<file path="src/rtl/fetch_unit.sv">
// Instruction fetch front end: next-PC register, in-order imem request/response
// handling with stale-response dropping, and a small {pc, instr} FIFO feeding IF/ID.
module fetch_unit #(
  parameter logic [31:0] RESET_PC = 32'h0000_0000,
  parameter int unsigned DEPTH    = 4,
  parameter logic [31:0] NOP      = 32'h0000_0013
) (
  input  logic        clk,
  input  logic        rst,
  input  logic        Stall,
  input  logic        flush,
  input  logic [31:0] Branch_Target,
  input  logic        csr_flush,
  input  logic [31:0] csr_pc,
  output logic        imem_req,
  output logic [31:0] imem_addr,
  input  logic        imem_gnt,
  input  logic        imem_rvalid,
  input  logic [31:0] imem_rdata,
  output logic [31:0] Instruction,
  output logic [31:0] PC
);

  localparam int unsigned XLEN = 32;
  localparam int unsigned PW   = $clog2(DEPTH);
  localparam int unsigned CW   = PW + 1;
  localparam logic [XLEN-1:0] ALIGN_MASK = 32'hFFFF_FFFC;

  typedef struct packed {
    logic [XLEN-1:0] pc;
    logic [XLEN-1:0] instr;
  } fetch_entry_t;

  fetch_entry_t    fifo_q [DEPTH];
  fetch_entry_t    head_c;

  logic [XLEN-1:0] fetch_pc_q, fetch_pc_d;
  logic [XLEN-1:0] resp_pc_q, resp_pc_d;
  logic [PW-1:0]   head_q, head_d;
  logic [PW-1:0]   tail_q, tail_d;
  logic [CW-1:0]   count_q, count_d;
  logic [CW-1:0]   outstanding_q, outstanding_d;
  logic [CW-1:0]   drop_q, drop_d;

  logic            redirect_c;
  logic [XLEN-1:0] target_c;
  logic [CW:0]     occupancy_c;
  logic            issue_c;
  logic            push_c;
  logic            pop_c;

  // resp_pc tracks the pc of the next non-dropped response: requests are
  // sequential between redirects and responses return in order.
  always_comb begin
    redirect_c    = csr_flush | flush;
    target_c      = csr_flush ? csr_pc : Branch_Target;
    occupancy_c   = {1'b0, outstanding_q} + {1'b0, count_q};
    imem_req      = rst & ~redirect_c & (occupancy_c < (CW+1)'(DEPTH));
    imem_addr     = fetch_pc_q;
    issue_c       = imem_req & imem_gnt;
    push_c        = rst & imem_rvalid & ~redirect_c & (drop_q == '0);
    pop_c         = rst & ~Stall & ~redirect_c & (count_q != '0);

    fetch_pc_d    = fetch_pc_q;
    resp_pc_d     = resp_pc_q;
    head_d        = head_q;
    tail_d        = tail_q;
    count_d       = count_q;
    outstanding_d = outstanding_q;
    drop_d        = drop_q;

    if (redirect_c) begin
      fetch_pc_d    = target_c & ALIGN_MASK;
      resp_pc_d     = target_c & ALIGN_MASK;
      head_d        = '0;
      tail_d        = '0;
      count_d       = '0;
      outstanding_d = outstanding_q - CW'(imem_rvalid);
      drop_d        = outstanding_q - CW'(imem_rvalid);
    end else begin
      if (issue_c) begin
        fetch_pc_d = fetch_pc_q + 32'd4;
      end
      outstanding_d = outstanding_q + CW'(issue_c) - CW'(imem_rvalid);
      if (imem_rvalid && (drop_q != '0)) begin
        drop_d = drop_q - CW'(1);
      end
      if (push_c) begin
        tail_d    = tail_q + PW'(1);
        resp_pc_d = resp_pc_q + 32'd4;
      end
      if (pop_c) begin
        head_d = head_q + PW'(1);
      end
      count_d = count_q + CW'(push_c) - CW'(pop_c);
    end
  end

  always_ff @(posedge clk) begin
    if (!rst) begin
      fetch_pc_q    <= RESET_PC & ALIGN_MASK;
      resp_pc_q     <= RESET_PC & ALIGN_MASK;
      head_q        <= '0;
      tail_q        <= '0;
      count_q       <= '0;
      outstanding_q <= '0;
      drop_q        <= '0;
    end else begin
      fetch_pc_q    <= fetch_pc_d;
      resp_pc_q     <= resp_pc_d;
      head_q        <= head_d;
      tail_q        <= tail_d;
      count_q       <= count_d;
      outstanding_q <= outstanding_d;
      drop_q        <= drop_d;
    end
  end

  // FIFO storage needs no reset; occupancy is governed by count_q.
  always_ff @(posedge clk) begin
    if (push_c) begin
      fifo_q[tail_q] <= '{pc: resp_pc_q, instr: imem_rdata};
    end
  end

  always_comb begin
    head_c = fifo_q[head_q];
    if (rst && (count_q != '0)) begin
      Instruction = head_c.instr;
      PC          = head_c.pc;
    end else begin
      Instruction = NOP;
      PC          = '0;
    end
  end

endmodule

</file>
<file path="config.mk">
export PLATFORM = sky130hd
export DESIGN_NAME = fetch_unit
export DESIGN_NICKNAME = d
export VERILOG_FILES = /design/src/rtl/fetch_unit.sv
export SDC_FILE = /design/constraint.sdc
export NUM_CORES = 1
export LEC_CHECK = 0
export BUFFER_PORTS_ARGS = -buffer_cell sky130_fd_sc_hd__buf_2
export CAP_MARGIN = 10
export CORE_AREA = 2 2 214 174
export DETAILED_ROUTE_END_ITERATION = 7
export DIE_AREA = 0 0 216 176
export GPL_ROUTABILITY_DRIVEN = 0
export PLACE_DENSITY = 0.6
export SLEW_MARGIN = 10
export SYNTH_ARGS = -nofsm -noshare
export SYNTH_HDL_FRONTEND = slang
export SYNTH_SLANG_ARGS = --single-unit
</file>
<file path="constraint.sdc">
create_clock -name clk -period 7.2 [get_ports clk]
set_input_delay 1.08 -clock clk [delete_from_list [all_inputs] [get_ports clk]]
set_output_delay 1.08 -clock clk [all_outputs]
set_load 0.005 [all_outputs]
</file>
==> impl_metrics.yaml, run 1 <==
status:
  status: "finished, final reports clean"
clock_network:
  cts.sinks: 323
  cts_setup_buffers: 0
  ctsLongestPathBuffers: 3
  postCtsResizedCells: 0
  hold_buffers: 0
  numCtsBuffers: 34
  htreeDepth: 2
  root_buffer: "clkbuf_16"
  clkLatencyLatePin_ns: 0.52
  cts.clk_slew.worst_paths_ns: 0.06
  cts_tree: "yes"
yosys:
  ys_types: 68
  ys_async_sr_fraction_pct: 0
  ys_seq_area_share_pct: 63.1
  synthFlopType: "edfxtp_1"
  ys_ff_latch: 323
  syn_area_um2: 14200
  synth_top_cell_area_share_pct: 52.5
  synth_cells: 996
  synth_top_cell_by_area: "edfxtp_1"
  syn_avg_cell_area_um2: 14.2
  synth.area.top_cells: "edfxtp_1 53%, dfxtp_1 11%, mux4_2 9.9%"
  synth_edf_count: 248
  ys_warn_count: 0
global_routing:
  antenna_found_initial: 1
  grt-busiest-layer: "met2"
  grt_overflow_total: 0
  grt_pass1_wl_mm: 53.3
  met2_usage_pct: 28.3
  grt_pass1_vias: 9079
  grt.total_usage_pct: 18.2
  use_met1_pct: 27.0
  gr-usage-met3_pct: 2.96
  grt_max_degree: 64
floorplanning:
  die_w_um: 216
  die_area_um2: 38000
  row_count: 62
  die_h_um: 176
  ios: 200
  core_um2: 35700
  start_util_pct: 39.7
critical_path:
  crit_fanout: 48
  cp_slowest_stage_delay_ns: 0.83
  crit_arrival_ns: 2.92
  path_class: "reg2out"
  cp_cell_sequence: "buf_4, mux4_2, or2_2, buf_2"
  cpMaxStageDelayCell: "buf_4"
  start_kind: "register"
  critPathCaptureType: "output port"
  cp.required_ns: 6.12
route:
  ant_nets: 0
  drtPass1Iterations: 5
  drt-vias-per-instance: 5.54
  wl_mm: 34.6
  dr.first_iter.drc_count: 720
  remaining_drc_errors: 0
  dr_total_vias: 9345
  wire_per_inst_um: 20.5
layout:
  antennaDiodeCount: 0
  final_cells: 1687
  layout.nets: 1302
  drive_gt1_share_pct: 29.7
  area_delta_synth_final_pct: 18.3
sta:
  min_period_ns: 4.00
  skew_ns: 0.0188
  hold_violations: 0
  slew_viol_final: 0
  fin_crit_sh_pct: 55.6
  final-setup-viol-count: 0
  tns_ns: 0
  worst_pin_slew_ns: 1.08
  maxSlewHeadroom_pct: 27.7
  fmax_mhz: 250
  rsz0062_at_grt: "false"
power_and_ir_drop:
  ir_drop_mv: 0.123
  p_per_area_nw_per_um2: 247
  cellLeakagePower_nw: 5.92
run:
  maxCapViolations: 0
place:
  portBuffers: 191
  dp_hpwl_mm: 22.6
  dp_cells: 1625
hold_path:
  hold_class: "reg2reg"
## flip-flops by register name (all words and copies together) (netlist names), named ones only
signal	count
tail_q	2
resp_pc_q	30
imem_addr	30
outstanding_q	3
fifo_q	248
head_q	2
drop_q	3
count_q	3
## final timing paths
path | start | endpoint | slack (ns) | cells past startpoint
max | register | Instruction[4] | 3.20 | 4
min | tail_q[0] | tail_q[0] | 0.50 | 2
max reg2reg | count_q[2] | outstanding_q[2] | 3.41 | 12
min reg2reg | tail_q[0] | tail_q[0] | 0.50 | 2
## critical path, delay by kind of cell (launching register included)
family | cells | cell delay [ns]
buf+inv | 2 | 0.97
mux | 1 | 0.60
flops | 1 | 0.53
simple gates | 1 | 0.27
## Yosys cell counts (all sizes together) (6+ instances only)
| cell | number |
|---|---|
| a22oi | 17 |
| xnor2 | 10 |
| nor4 | 8 |
| a21oi | 47 |
| and3 | 17 |
| xor2 | 9 |
| ha | 16 |
| a211oi | 8 |
| dfxtp | 75 |
| clkbuf | 32 |
| o31ai | 9 |
| a311oi | 6 |
| mux2i | 6 |
| and4 | 10 |
| buf | 27 |
| o22ai | 6 |
| or2 | 8 |
| nand2 | 51 |
| a31oi | 7 |
| nand2b | 6 |
| a22o | 14 |
| inv | 21 |
| nand3 | 32 |
| o221ai | 6 |
| nor2 | 33 |
| and2 | 8 |
| edfxtp | 248 |
| nor2b | 61 |
| mux4 | 62 |
| o21ai | 36 |
| nand4 | 24 |
| nor3 | 28 |
## kinds of logic after synthesis
| family | Yosys count | share of synthesized area, % |
|---|---|---|
| flip-flops | 323 | 63.1 |
| AND/OR/NAND/NOR | 295 | 12.0 |
| AO/OA/AOI/OAI | 191 | 9.14 |
| buffers and inverters | 80 | 2.47 |
| multiplexers | 69 | 10.4 |
| XOR/XNOR | 19 | 1.17 |
| adder cells (fa/ha/maj) | 18 | 1.70 |
| other | 1 | 0.0265 |
## cells in the final DEF (no fill, tap or decap), types with 10 or more instances in the layout
cell type    n
edfxtp_1   248
buf_2      191
dfxtp_1     73
mux4_2      62
nor2b_1     60
nand2_1     51
a21oi_1     47
clkbuf_16   35
o21ai_0     34
nor2_1      31
nand3_1     31
nor3_1      28
nand4_1     21
inv_1       20
and3_1      17
a22oi_1     17
ha_1        16
a22o_1      14
buf_4       14
xnor2_1     10
## metrics by stage
step / power [mW] / hold slack [ns] / util (%) / cell area, um^2 / setup WS, ns
after global routing: 4.28 / 0.543 / 47.0 / 16800 / 2.95
after detailed placement: 2.37 / 0.494 / 43.7 / 15600 / 3.04
final: 4.14 / 0.498 / 47.0 / 16800 / 3.20
after global placement: 2.36 / 0.478 / 43.7 / 15600 / 3.08
after floorplan: 2.26 / 0.458 / - / 14200 / 3.34
after CTS: 4.18 / 0.503 / 47.0 / 16800 / 3.06
## layout make-up
type / instances / area (um^2)
clock buffers: 39 / 901
clock inverters: 23 / 267
fillers: 3153 / 18900
inverters: 21 / 81.3
multi-input cells: 596 / 4910
flip-flops and latches: 323 / 8950
well taps: 480 / 601
repair buffers: 205 / 1060
## routing by layer
layer / wire length, um / part of all wire (%)
met3: 2260 / 6.5
met2: 15400 / 45
met5: 0 / 0
met4: 518 / 1.5
met1: 16400 / 47
## where the power goes
group	total [mW]	switching, mW	internal [mW]	leakage [nW]
clock network	1.81	0.721	1.09	0.564
registers	2.09	0.0486	2.04	2.87
logic	0.241	0.146	0.0954	2.48
(Power assumes the default switching activity.)
==> inputs of run 2 (changes only) <==
- PLACE_DENSITY: 0.6 -> 0.62
- clock period: 7.2 -> 3.23 ns (I/O delays scaled with it)
==> run 2 against run 1 <==
Non-clock buffer count is 18 higher. Die area stayed put. Critical endpoint is now Instruction[0]. First-iteration DRC count is 5.6% lower. Core utilization is 0.51 points higher. Sequential share of layout area is 0.58 points lower. Power is 120% higher. Hold slack worse by 0.31 ns. Sequential power is 120% higher. Final cell count is 1.2% higher. Global-route usage is 0.11 points lower. Largest power group unchanged. Combinational power is 130% higher. Worst setup slack worse by 2.8 ns.
==> impl_metrics.yaml, run 2 (synthesis gave the netlist of run 1 again) <==
critical_path:
  r2r_slack_ns: 0.47
  r2r-start: "count_q[2]"
  worst-r2r-cell-count: 12
  path_class: "reg2out"
  start_kind: "register"
  regToRegEndpoint: "outstanding_q[2]"
  critPathCaptureType: "output port"
  crit_arrival_ns: 2.39
  cp_slowest_stage_delay_ns: 0.61
  crit_fanout: 28
  cp.depth: 4
  critical_path_buf_inv_count: 2
  cp_top_family: "flip-flops"
  cp.required_ns: 2.75
  cpMaxStageDelayCell: "dfxtp_4"
  cp_cell_sequence: "buf_12, mux4_2, or2_2, buf_2"
global_routing:
  grt_pass1_vias: 9176
  grt_overflow_total: 0
  antenna_found_initial: 0
  grt.total_usage_pct: 18.1
  grt_max_degree: 63
  grt_pass1_wl_mm: 53.6
sta:
  slew_viol_final: 0
  skew_ns: 0.0166
  maxSlewHeadroom_pct: 49.2
  rsz0062_at_grt: "false"
  fmax_mhz: 348
  fin_crit_sh_pct: 89.0
  min_period_ns: 2.87
  hold_violations: 0
  worst_pin_slew_ns: 0.761
  final-setup-viol-count: 0
  tns_ns: 0
clock_network:
  numCtsBuffers: 35
  cts.sinks: 323
  root_buffer: "clkbuf_16"
  ctsLongestPathBuffers: 3
  cts_setup_buffers: 0
  clkLatencyLatePin_ns: 0.51
  cts.clk_slew.worst_paths_ns: 0.06
  hold_buffers: 0
  cts_tree: "yes"
  htreeDepth: 2
  postCtsResizedCells: 0
power_and_ir_drop:
  finalPower_mw: 9.02
  internal_power_mw: 7.00
  clkPwrFrac_pct: 42.2
  p_switching_mw: 2.02
  p_seq_share_pct: 51.6
  cellLeakagePower_nw: 6.00
  ir_drop_mv: 0.299
  p_per_area_nw_per_um2: 532
  p_sw_share_pct: 22.4
  p_comb_share_pct: 6.2
floorplanning:
  ios: 200
  die_h_um: 176
  die_area_um2: 38000
  row_count: 62
  die_w_um: 216
  core_um2: 35700
  start_util_pct: 39.7
route:
  drtPass1Iterations: 7
  dr.first_iter.drc_count: 680
  drt-vias-per-instance: 5.50
  dr_total_vias: 9392
  ant_nets: 0
  wl_mm: 34.6
  wire_per_inst_um: 20.3
  remaining_drc_errors: 0
place:
  dp_hpwl_mm: 23.5
  portBuffers: 191
hold_path:
  hold_class: "in2reg"
  hold_start: "imem_rdata[4]"
  hold_end: "fifo_q[0][4]"
  worstHoldPathCells: 1
layout:
  antennaDiodeCount: 0
  drive_gt1_share_pct: 30.2
  layout.nets: 1321
  layout_common_cells: "248 x edfxtp_1, 191 x buf_2, 73 x dfxtp_1"
  area_delta_synth_final_pct: 19.6
  largest-register: "fifo_q"
  final_common_cell: "edfxtp_1"
  fill_cells: 3176
  largest_reg_flops: 248
status:
  status: "finished, final reports clean"
run:
  maxCapViolations: 0
-- run 2: cell types whose count changed in the layout (fill, tap and decap cells not counted), sizes merged --
cell      change
inv           +1
buf          +18
clkbuf        +2
clkinv        +3
clkinvlp      -1
bufinv        -3
-- run 2: cell type report --
type	instances	area, um^2	share of cell area, %
clock buffer	41	930	5.48
clock inverter	23	173	1.02
inverter	21	81.3	0.480
multi-input combinational	596	4910	28.9
sequential	323	8950	52.8
tap	480	601	3.54
timing repair buffer	223	1310	7.72
-- run 2: how the worst max path moves through the flow --
stage                     from               end  slack, ns
CTS                   register    Instruction[0]       0.27
global placement         flush        count_q[2]       0.47
detailed placement  count_q[1]  outstanding_q[2]       0.49
floorplan           count_q[2]  outstanding_q[2]       0.23
finish                register    Instruction[0]       0.36
global route          register    Instruction[0]       0.21
-- run 2: layer usage --
metal / vias up / global-route usage (%) / wire length [um]
li1: 4332 / - / -
met1: 4664 / 27.4 / 16600
met2: 356 / 27.5 / 15300
met3: 40 / 3.12 / 2230
met4: 0 / 3.45 / 448
met5: - / 0 / 0
-- run 2: metrics by stage --
stage	instance area, um^2	hold WS, ns	util, %	instances	setup WS (ns)
after floorplan	14200	0.458	-	999	0.228
after global placement	15900	0.487	44.4	1643	0.473
after detailed placement	15900	0.493	44.4	1643	0.486
after CTS	17000	0.171	47.5	1707	0.269
after global routing	17000	0.172	47.5	1707	0.213
final	17000	0.190	47.5	1707	0.356
-- run 2: power by group through the flow --
stage	sequential (mW)	combinational (mW)	clock (mW)
6_report	4.66	0.559	3.81
5_1_grt	4.67	0.617	4.08
4_1_cts	4.65	0.555	3.89
3_5_place_dp	4.74	0.553	0
2_1_floorplan	4.70	0.324	0
3_3_place_gp	4.74	0.539	0
==> inputs of run 3 (changes only) <==
- PLACE_DENSITY: 0.62 -> 0.6
- clock period: 3.23 -> 3.3 ns (I/O delays scaled with it)
==> run 3 against run 2 <==
Critical path depth is the same. Power shrank 3.2%. Global-route usage grew 0.43 points. Die area is the same. Largest cell class unchanged. First-iteration DRC count grew 15%. Register-to-register slack gained 0.02 ns.
==> impl_metrics.yaml, run 3 (synthesis gave the netlist of run 1 again) <==
clock_network:
  postCtsResizedCells: 0
  clkLatencyLatePin_ns: 0.52
  hold_buffers: 0
  cts.sinks: 323
  ctsLongestPathBuffers: 3
  htreeDepth: 2
  cts_tree: "yes"
  cts_setup_buffers: 0
  cts.clk_slew.worst_paths_ns: 0.06
  numCtsBuffers: 35
  root_buffer: "clkbuf_16"
global_routing:
  grt_max_degree: 63
  grt_overflow_total: 0
  grt.total_usage_pct: 18.5
  grt_pass1_wl_mm: 54.5
  antenna_found_initial: 1
  grt_pass1_vias: 9312
layout:
  layout.nets: 1318
  layout_common_cells: "248 x edfxtp_1, 191 x buf_2, 73 x dfxtp_1"
  largest_reg_flops: 248
  largest-register: "fifo_q"
  final_common_cell: "edfxtp_1"
  area_delta_synth_final_pct: 18.8
  drive_gt1_share_pct: 30.1
  fin_util_pct: 47.2
floorplanning:
  die_h_um: 176
  die_area_um2: 38000
  die_w_um: 216
  ios: 200
  core_um2: 35700
  row_count: 62
  start_util_pct: 39.7
critical_path:
  path_class: "reg2out"
  cp.required_ns: 2.80
  crit_fanout: 39
  worst-r2r-cell-count: 12
  critPathCaptureType: "output port"
  crit_arrival_ns: 2.44
  start_kind: "register"
run:
  maxCapViolations: 0
sta:
  worst_pin_slew_ns: 0.763
  worst_slack_ns: 0.364
  hold_violations: 0
  maxSlewHeadroom_pct: 49.1
  fin_crit_sh_pct: 89.0
  hold_ws_ns: 0.190
  slew_viol_final: 0
  min_period_ns: 2.94
  skew_ns: 0.0171
  final-setup-viol-count: 0
  tns_ns: 0
  rsz0062_at_grt: "false"
  fmax_mhz: 341
route:
  wire_per_inst_um: 20.5
  ant_nets: 0
  dr_total_vias: 9427
  drtPass1Iterations: 5
  dr.first_iter.drc_count: 784
  remaining_drc_errors: 0
  drt-vias-per-instance: 5.53
  wl_mm: 35.0
hold_path:
  worstHoldPathCells: 1
  hold_class: "in2reg"
power_and_ir_drop:
  cellLeakagePower_nw: 5.96
  ir_drop_mv: 0.297
  p_per_area_nw_per_um2: 519
place:
  dp_hpwl_mm: 23.5
  portBuffers: 191
  post-place-ws_ns: 0.474
status:
  status: "finished, final reports clean"
## run 3: changes by cell type in the layout (fill, tap and decap cells not counted), sizes merged
cell,previous run,this run
inv,23,21
buf,223,220
diode,0,1
clkinv,17,14
clkbuf,41,47
bufinv,2,0
## run 3: metal layers
layer  GRT usage, %  share of wire (%)  up-vias
met1           27.5                 48     4696
li1               -                  -     4325
met2           28.2                 44      361
met4           4.39                1.8        0
met5              0                  0        -
met3           3.45                7.0       45
## run 3: cell type report
type,count,area (um^2)
clock buffer,47,972
sequential,323,8950
tap,480,601
fill,3208,18800
timing repair buffer,220,1220
multi-input combinational,596,4910
clock inverter,16,97.6
antenna,1,2.50
inverter,21,81.3
## run 3: final timing paths
path,start,slack [ns],endpoint
max,register,0.36,Instruction[1]
min,imem_rdata[29],0.19,fifo_q[3][29]
max reg2reg,count_q[2],0.49,outstanding_q[2]
min reg2reg,tail_q[0],0.50,tail_q[0]
## run 3: critical path, cell delays in order (launching register included)
cell	delay, ns
dfxtp_4	0.59
buf_12	0.35
mux4_2	0.53
or2_2	0.28
buf_2	0.13
## run 3: through the flow
| stage | cells | instance area (um^2) | total power [mW] |
|---|---|---|---|
| after floorplan | 999 | 14200 | 4.92 |
| after global placement | 1640 | 15800 | 5.16 |
| after detailed placement | 1640 | 15800 | 5.18 |
| after CTS | 1703 | 16800 | 8.82 |
| after global routing | 1703 | 16800 | 9.06 |
| final | 1704 | 16800 | 8.73 |
## run 3: power by group
part	internal (mW)	leakage, nW	total, mW	switching [mW]
clock	2.08	0.517	3.63	1.55
combinational	0.225	2.57	0.551	0.325
sequential	4.45	2.87	4.55	0.104
